File: src/rtl/tdc_pkg.sv
// rtl/tdc_pkg.sv - shared types and helpers for the TDC merge/FIFO stage
// Contents: FSM state enum, clog2, default result width, coarse majority vote.
package tdc_pkg;

    typedef enum logic [1:0] {
        ST_IDLE,
        ST_ARMED,
        ST_VOTE,
        ST_CALC
    } state_t;

    // Upper bounds for the majority-vote helper; callers zero-extend into these.
    localparam int MAX_N  = 15;
    localparam int MAX_CW = 32;

    function automatic int clog2(input int value);
        int r;
        r = 0;
        for (int i = 0; i < 31; i++) begin
            if ((1 << i) < value) r = i + 1;
        end
        return r;
    endfunction

    function automatic int out_width(input int coarse_w, input int fine_w);
        return coarse_w + fine_w + 2;
    endfunction

    // Returns the value held by more than n/2 of the first n phases, or phase 0
    // when no value reaches a strict majority.
    function automatic logic [MAX_CW-1:0] majority_vote(
        input logic [MAX_N*MAX_CW-1:0] stamps,
        input int                      n
    );
        logic [MAX_CW-1:0] winner;
        int                votes;
        winner = stamps[MAX_CW-1:0];
        for (int i = 0; i < MAX_N; i++) begin
            votes = 0;
            for (int j = 0; j < MAX_N; j++) begin
                if (i < n && j < n &&
                    stamps[j*MAX_CW +: MAX_CW] == stamps[i*MAX_CW +: MAX_CW])
                    votes++;
            end
            if (i < n && votes > n / 2) winner = stamps[i*MAX_CW +: MAX_CW];
        end
        return winner;
    endfunction

endpackage

File: src/rtl/tdc_merge_fifo_if.sv
// rtl/tdc_merge_fifo_if.sv - measurement input and result readout bundle
// master: start/stop decoders, coarse counters and readout consumer.
// slave : tdc_merge_fifo.
interface tdc_merge_fifo_if #(
    parameter int N        = 3,
    parameter int COARSE_W = 8,
    parameter int FINE_W   = 9,
    parameter int OUT_W    = 19,
    parameter int CNT_W    = 3
);
    logic                  iStartValid;
    logic [FINE_W-1:0]     iStartFine;
    logic                  iStopValid;
    logic [FINE_W-1:0]     iStopFine;
    logic [N*COARSE_W-1:0] iCoarse;
    logic                  iReady;
    logic [OUT_W-1:0]      oData;
    logic                  oValid;
    logic                  oDone;
    logic                  oBusy;
    logic [CNT_W-1:0]      oCount;
    logic                  oOverflow;
    logic [7:0]            oDrops;

    modport master (
        output iStartValid, iStartFine, iStopValid, iStopFine, iCoarse, iReady,
        input  oData, oValid, oDone, oBusy, oCount, oOverflow, oDrops
    );

    modport slave (
        input  iStartValid, iStartFine, iStopValid, iStopFine, iCoarse, iReady,
        output oData, oValid, oDone, oBusy, oCount, oOverflow, oDrops
    );
endinterface

File: src/rtl/tdc_result_fifo.sv
// rtl/tdc_result_fifo.sv - synchronous result FIFO with occupancy
// Ports: clk, rst (sync active-high), push/push_data, pop, data (head, 0 when
// empty), count, full, empty. Push while full is legal only together with pop.
module tdc_result_fifo
    import tdc_pkg::*;
#(
    parameter int DEPTH = 4,
    parameter int OUT_W = 19,
    localparam int AW    = clog2(DEPTH),
    localparam int CNT_W = AW + 1
) (
    input  logic             clk,
    input  logic             rst,
    input  logic             push,
    input  logic [OUT_W-1:0] push_data,
    input  logic             pop,
    output logic [OUT_W-1:0] data,
    output logic [CNT_W-1:0] count,
    output logic             full,
    output logic             empty
);
    logic [OUT_W-1:0] mem [DEPTH];
    logic [AW-1:0]    wr_ptr;
    logic [AW-1:0]    rd_ptr;

    always_ff @(posedge clk) begin
        if (push) mem[wr_ptr] <= push_data;
    end

    always_ff @(posedge clk) begin
        if (rst) begin
            wr_ptr <= '0;
            rd_ptr <= '0;
            count  <= '0;
        end else begin
            if (push) wr_ptr <= wr_ptr + 1'b1;
            if (pop)  rd_ptr <= rd_ptr + 1'b1;
            if (push && !pop)      count <= count + 1'b1;
            else if (pop && !push) count <= count - 1'b1;
        end
    end

    assign full  = (count == CNT_W'(DEPTH));
    assign empty = (count == '0);
    // Masking keeps the head at zero out of reset, before any entry is written.
    assign data  = empty ? '0 : mem[rd_ptr];
endmodule

File: src/rtl/tdc_merge_fifo.sv
// rtl/tdc_merge_fifo.sv - TDC coarse vote, interval calculation and result FIFO
// Ports: clk, iRst (sync active-high), bus (slave): start/stop fine codes and
// valids, packed coarse stamps, iReady; oData/oValid FIFO head, oDone push
// pulse, oBusy, oCount, sticky oOverflow, saturating oDrops.
module tdc_merge_fifo
    import tdc_pkg::*;
#(
    parameter int N            = 3,
    parameter int COARSE_W     = 8,
    parameter int FINE_W       = 9,
    parameter int TAPS_PER_CLK = 320,
    parameter int THRESH       = 200,
    parameter int TIMEOUT      = 16,
    parameter int DEPTH        = 4,
    parameter int OUT_W        = out_width(COARSE_W, FINE_W)
) (
    input  logic            clk,
    input  logic            iRst,
    tdc_merge_fifo_if.slave bus
);
    localparam int CNT_W = clog2(DEPTH) + 1;
    localparam int TMR_W = clog2(TIMEOUT + 1);

    state_t                state, state_next;
    logic [FINE_W-1:0]     start_q, stop_q;
    logic [N*COARSE_W-1:0] coarse_q;
    logic [COARSE_W-1:0]   cf_q, cf_next, c0, maj;
    logic [TMR_W-1:0]      timer;
    logic [7:0]            drops_q;
    logic [8:0]            drops_sum;
    logic [1:0]            drop_inc;
    logic                  overflow_q;
    logic                  push, pop, full, empty, busy, done, lost;
    logic                  timeout;
    logic [OUT_W-1:0]      result, fifo_data;
    logic [CNT_W-1:0]      fifo_count;
    logic [MAX_N*MAX_CW-1:0] stamps_ext;

    // ---------------- FSM: state register ----------------
    always_ff @(posedge clk) begin
        if (iRst) state <= ST_IDLE;
        else      state <= state_next;
    end

    assign timeout = (timer == TMR_W'(TIMEOUT - 1));

    // ---------------- FSM: next state ----------------
    always_comb begin
        state_next = state;
        case (state)
            ST_IDLE: begin
                if (bus.iStartValid) state_next = bus.iStopValid ? ST_VOTE : ST_ARMED;
            end
            ST_ARMED: begin
                if (bus.iStopValid)       state_next = ST_VOTE;
                else if (bus.iStartValid) state_next = ST_ARMED;
                else if (timeout)         state_next = ST_IDLE;
            end
            ST_VOTE: state_next = ST_CALC;
            ST_CALC: state_next = ST_IDLE;
            default: state_next = ST_IDLE;
        endcase
    end

    // ---------------- FSM: outputs ----------------
    always_comb begin
        busy     = (state != ST_IDLE);
        push     = 1'b0;
        lost     = 1'b0;
        drop_inc = 2'd0;
        case (state)
            ST_IDLE:  drop_inc = 2'(bus.iStopValid && !bus.iStartValid);
            ST_ARMED: drop_inc = 2'(!bus.iStopValid && (bus.iStartValid || timeout));
            ST_VOTE:  drop_inc = 2'(bus.iStartValid) + 2'(bus.iStopValid);
            ST_CALC: begin
                // A full FIFO still accepts the result if the head leaves this cycle.
                push     = !full || pop;
                lost     = full && !pop;
                drop_inc = 2'(bus.iStartValid) + 2'(bus.iStopValid) + 2'(lost);
            end
            default: ;
        endcase
        done = push;
    end

    // ---------------- coarse vote with fine-code boundary correction ----------------
    always_comb begin
        stamps_ext = '0;
        for (int k = 0; k < N; k++)
            stamps_ext[k*MAX_CW +: MAX_CW] = MAX_CW'(coarse_q[k*COARSE_W +: COARSE_W]);
    end

    assign maj = COARSE_W'(majority_vote(stamps_ext, N));
    assign c0  = coarse_q[COARSE_W-1:0];

    // Phase 0 lagging with a late start tap means it missed a tick that the
    // majority already counted (and symmetrically for a leading phase 0).
    always_comb begin
        cf_next = c0;
        if (c0 < maj && start_q > FINE_W'(THRESH))     cf_next = maj - 1'b1;
        else if (c0 > maj && stop_q > FINE_W'(THRESH)) cf_next = maj + 1'b1;
    end

    assign result = OUT_W'(cf_q) * OUT_W'(TAPS_PER_CLK) + OUT_W'(start_q) - OUT_W'(stop_q);

    // ---------------- datapath registers ----------------
    assign drops_sum = {1'b0, drops_q} + 9'(drop_inc);

    always_ff @(posedge clk) begin
        if (iRst) begin
            start_q    <= '0;
            stop_q     <= '0;
            coarse_q   <= '0;
            cf_q       <= '0;
            timer      <= '0;
            drops_q    <= '0;
            overflow_q <= 1'b0;
        end else begin
            case (state)
                ST_IDLE: begin
                    if (bus.iStartValid) begin
                        start_q <= bus.iStartFine;
                        timer   <= '0;
                        if (bus.iStopValid) begin
                            stop_q   <= bus.iStopFine;
                            coarse_q <= bus.iCoarse;
                        end
                    end
                end
                ST_ARMED: begin
                    if (bus.iStopValid) begin
                        stop_q   <= bus.iStopFine;
                        coarse_q <= bus.iCoarse;
                    end else if (bus.iStartValid) begin
                        start_q <= bus.iStartFine;
                        timer   <= '0;
                    end else begin
                        timer <= timer + 1'b1;
                    end
                end
                ST_VOTE: cf_q <= cf_next;
                default: ;
            endcase
            if (lost) overflow_q <= 1'b1;
            drops_q <= drops_sum[8] ? 8'hFF : drops_sum[7:0];
        end
    end

    // ---------------- result FIFO ----------------
    assign pop = !empty && bus.iReady;

    tdc_result_fifo #(
        .DEPTH (DEPTH),
        .OUT_W (OUT_W)
    ) u_fifo (
        .clk       (clk),
        .rst       (iRst),
        .push      (push),
        .push_data (result),
        .pop       (pop),
        .data      (fifo_data),
        .count     (fifo_count),
        .full      (full),
        .empty     (empty)
    );

    assign bus.oData     = fifo_data;
    assign bus.oValid    = !empty;
    assign bus.oDone     = done;
    assign bus.oBusy     = busy;
    assign bus.oCount    = fifo_count;
    assign bus.oOverflow = overflow_q;
    assign bus.oDrops    = drops_q;
endmodule

File: src/flat_wrapper.sv
// flat-port wrapper written by rule: the top's interface ports become plain ports
module tdc_merge_fifo_flat import tdc_pkg::*;
#(
    parameter int N            = 3,
    parameter int COARSE_W     = 8,
    parameter int FINE_W       = 9,
    parameter int TAPS_PER_CLK = 320,
    parameter int THRESH       = 200,
    parameter int TIMEOUT      = 16,
    parameter int DEPTH        = 4,
    parameter int OUT_W        = out_width(COARSE_W, FINE_W)
)
  (clk, iRst, bus_iStartValid, bus_iStartFine, bus_iStopValid, bus_iStopFine, bus_iCoarse, bus_iReady, bus_oData, bus_oValid, bus_oDone, bus_oBusy, bus_oCount, bus_oOverflow, bus_oDrops);
  tdc_merge_fifo_if #(.N(N), .COARSE_W(COARSE_W), .FINE_W(FINE_W), .OUT_W(OUT_W), .CNT_W(3)) bus_i ();
  input  logic clk;
  input  logic iRst;
  input wire logic [$bits(bus_i.iStartValid)-1:0] bus_iStartValid;
  input wire logic [$bits(bus_i.iStartFine)-1:0] bus_iStartFine;
  input wire logic [$bits(bus_i.iStopValid)-1:0] bus_iStopValid;
  input wire logic [$bits(bus_i.iStopFine)-1:0] bus_iStopFine;
  input wire logic [$bits(bus_i.iCoarse)-1:0] bus_iCoarse;
  input wire logic [$bits(bus_i.iReady)-1:0] bus_iReady;
  output wire logic [$bits(bus_i.oData)-1:0] bus_oData;
  output wire logic [$bits(bus_i.oValid)-1:0] bus_oValid;
  output wire logic [$bits(bus_i.oDone)-1:0] bus_oDone;
  output wire logic [$bits(bus_i.oBusy)-1:0] bus_oBusy;
  output wire logic [$bits(bus_i.oCount)-1:0] bus_oCount;
  output wire logic [$bits(bus_i.oOverflow)-1:0] bus_oOverflow;
  output wire logic [$bits(bus_i.oDrops)-1:0] bus_oDrops;
  assign bus_i.iStartValid = bus_iStartValid;
  assign bus_i.iStartFine = bus_iStartFine;
  assign bus_i.iStopValid = bus_iStopValid;
  assign bus_i.iStopFine = bus_iStopFine;
  assign bus_i.iCoarse = bus_iCoarse;
  assign bus_i.iReady = bus_iReady;
  assign bus_oData = bus_i.oData;
  assign bus_oValid = bus_i.oValid;
  assign bus_oDone = bus_i.oDone;
  assign bus_oBusy = bus_i.oBusy;
  assign bus_oCount = bus_i.oCount;
  assign bus_oOverflow = bus_i.oOverflow;
  assign bus_oDrops = bus_i.oDrops;
  tdc_merge_fifo #(.N(N), .COARSE_W(COARSE_W), .FINE_W(FINE_W), .TAPS_PER_CLK(TAPS_PER_CLK), .THRESH(THRESH), .TIMEOUT(TIMEOUT), .DEPTH(DEPTH), .OUT_W(OUT_W)) u_core (.clk(clk), .iRst(iRst), .bus(bus_i));
endmodule
File: config.mk
export PLATFORM = sky130hd
export DESIGN_NAME = tdc_merge_fifo_flat
export DESIGN_NICKNAME = d
export VERILOG_FILES = /design/src/rtl/tdc_pkg.sv /design/src/rtl/tdc_merge_fifo_if.sv /design/src/rtl/tdc_result_fifo.sv /design/src/rtl/tdc_merge_fifo.sv /design/src/flat_wrapper.sv
export SDC_FILE = /design/constraint.sdc
export NUM_CORES = 1
export LEC_CHECK = 0
export CAP_MARGIN = 10
export CORE_MARGIN = 2
export CORE_UTILIZATION = 40
export CTS_CLUSTER_DIAMETER = 80
export DETAILED_ROUTE_END_ITERATION = 16
export GPL_TIMING_DRIVEN = 1
export PLACE_DENSITY_LB_ADDON = 0.2
export SLEW_MARGIN = 40
export SYNTH_ARGS = -nofsm -noshare
export SYNTH_HDL_FRONTEND = slang
export SYNTH_SLANG_ARGS = --single-unit
File: constraint.sdc
create_clock -name clk -period 10.5 [get_ports clk]
set_input_delay 1.05 -clock clk [delete_from_list [all_inputs] [get_ports clk]]
set_output_delay 1.05 -clock clk [all_outputs]
set_load 0.005 [all_outputs]
==> flow_summary.ini <==
[setup_path]
worstPathArrival_ps = 4390
crit_start = u_core.coarse_q[19]
path_class = flip-flop to flip-flop
crit_fanout = 23
r2r_slack_ps = 6390
end_kind = flip-flop
reg2reg_from = u_core.coarse_q[19]
r2r_cells = 12
required_ps = 10770
crit_path_end = u_core.cf_q[3]
r2r_end = u_core.cf_q[3]
start_kind = flip-flop

[logic_synthesis]
netlist_area_um2 = 8264
avgSynthCellArea_um2 = 10.57
synth_top_area_share_pct = 27.62
syn_inst = 782
synth_cell_types = 69
synth_nets = 882
synth_seq_area_share_pct = 45.78
synth_most_common_cell = nand2_1
synthTopCellsByArea = edfxtp_1 (28%), dfxtp_1 (18%), ha_1 (7.1%), mux4_2 (5.5%), nand2_1 (4.3%)
yosysTopAreaCell = edfxtp_1
ys_warn_count = 0
synth-edff-count = 76
ys_ff_latch = 151
synthArstFlopShare_pct = 0
netlist_top_cells_count = nand2_1 (95), edfxtp_1 (76), dfxtp_1 (75), a21oi_1 (68), nor2_1 (58)
ys.flop_type = edfxtp_1

[grt]
track_usage_pct = 16.14
antenna_found_initial = 0
grt_max_degree = 75
grt_pass1_vias = 5736
grt.overflow.total = 0
grt_pass1_wl_um = 28260

[power_and_ir_drop]
finalPower_mw = 1.909
ir_drop_mv = 0.1188
p_per_area_nw_per_um2 = 193.5
p_leak_nw = 3.594

[cts]
clk_pin_slew_ps = 70
cts_resized = 0
h-tree-depth = 4
ctsLongestPathBuffers = 2
cts.sinks = 151
ctsHoldBuffers = 0
clockRootBuffer = clkbuf_16
numCtsBuffers = 17
cts_tree = yes
insertion_delay_ps = 420
cts_setup_buffers = 0

[die]
io_pins = 81
die_y_um = 147.7
rows = 52
die_w_um = 147.7
fp.coreArea_um2 = 20230
initial_core_util_pct = 40.84
die_area_um2 = 21830

[place]
gp_congestion = 0.8783
hpwl_um = 11510
io_buffers = 80

[layout]
antenna_cells = 0
regArea_um2 = 3785
nets = 941
fill_cells = 1857
multi_input_area_um2 = 4183
area_growth_pct = 19.33
drive_above_1_share_pct = 10.19

[timing]
hold_violations = 0
period_needed_ps = 4115
max_freq_ghz = 0.2430
fin_skew_ps = 14.18
setup_viol_count_final = 0
finalSetupTns_ps = 0
relSlewSlack_pct = 47.04
tightest_slew_ps = 794.4
worst_hold_slack_ps = 461.6
rsz0062_at_grt = false
period_share_pct = 39.19
drv_slew = 0

[drt]
drtAntennaViolNets = 0
via_per_inst = 5.051
vias = 5677
wl_per_cell_um = 14.71
drtIter0Drc = 308
wirelength_um = 16530
dr.pass1.iters = 4
drc = 0

[flow_run]
drv_cap = 0

[worst_hold_path]
worstHoldPathCells = 2
hold_path.class = flip-flop to flip-flop

[status]
status = complete, no violations
## worst max-delay path, stage by stage, from the launching register on
cell and delay [ps]:
dfxtp_1 590, xnor2_1 180, nand4_1 160, o22ai_4 660, mux2i_1 370, ha_1 300
nor2b_1 140, o211ai_1 160, a21oi_1 130, nor3_2 590, nor2_2 190, a221oi_1 370
a211oi_1 120
## layout make-up
class	count	share of cell area [%]
clock inverter	15	1.954
clock buffer	17	4.314
tap	270	3.426
inverter	30	1.142
sequential	151	38.38
multi-input combinational	557	42.41
timing repair buffer	84	8.374
## worst min path at each step
stage,start,to,slack (ps)
detailed placement,u_core.stop_q[8],u_core.stop_q[8],460
finish,u_core.stop_q[8],u_core.stop_q[8],460
global route,u_core.stop_q[8],u_core.stop_q[8],490
CTS,u_core.stop_q[8],u_core.stop_q[8],470
global placement,u_core.stop_q[8],u_core.stop_q[8],450
floorplan,u_core.stop_q[8],u_core.stop_q[8],440
## metal layers
layer	routed length, um	GRT usage (%)	up-vias
met4	240	4.808	0
met1	7796	21.11	2658
met3	546	3.395	17
met2	7946	27.07	91
met5	0	0	-
li1	-	-	2911
## power by group
| part | leakage (nW) | switching [mW] | total [mW] | internal [mW] |
|---|---|---|---|---|
| Combinational | 1.99 | 0.273 | 0.542 | 0.269 |
| Sequential | 1.30 | 0.0360 | 0.730 | 0.694 |
| Clock | 0.300 | 0.256 | 0.637 | 0.381 |
| Total | 3.59 | 0.565 | 1.91 | 1.34 |
## through the flow
stage	setup WS (ps)	std cells	instance area (um^2)	utilization, %
2_1_floorplan	7079	782	8264	-
3_5_place_dp	6203	1092	9244	45.68
6_report	6385	1124	9862	48.74
5_1_grt	6047	1124	9862	48.74
3_3_place_gp	6192	1092	9233	45.63
4_1_cts	6419	1124	9862	48.74
## cell usage in the layout (no fill, tap or decap), drive strengths merged, types with 4 or more instances in the layout
cell	n
nand3	10
a21oi	71
fa	6
o21a	6
nand2b	5
edfxtp	76
mux4	20
xor2	20
clkdlybuf4s50	79
xnor2	39
dfxtp	75
o21ai	9
inv	36
and3	7
nand2	95
nor2b	10
nand4	8
nor2	59
mux2	4
nor3	12
o21bai	4
and2	26
a31oi	7
or3	5
ha	47
mux2i	28
clkbuf	17
buf	5
a211oi	7
nor3b	4
clkinv	4
a311oi	6
## sequential cells by signal (all words and copies together), names as in the netlist, named ones only
name,count
u_core.u_fifo.mem,76
u_core.coarse_q,24
u_core.start_q,9
u_core.stop_q,9
u_core.bus.oDrops,8
u_core.cf_q,8
u_core.timer,5
u_core.u_fifo.count,3
u_core.state,2
u_core.u_fifo.rd_ptr,2
u_core.u_fifo.wr_ptr,2
u_core.bus.oOverflow,1
## kinds of logic (layout without fill, tap and decap cells)
group           after synthesis  in the layout  share of synthesized area (%)
compound gates              138            138                          11.29
flops                       151            151                          45.78
fa+ha+maj                    53             53                          8.569
mux                          52             52                          9.387
xor+xnor                     59             59                          6.435
simple gates                255            255                          14.75
buf+inv                      74            146                          3.785
No activity file was read; power rests on OpenSTA's default activity.
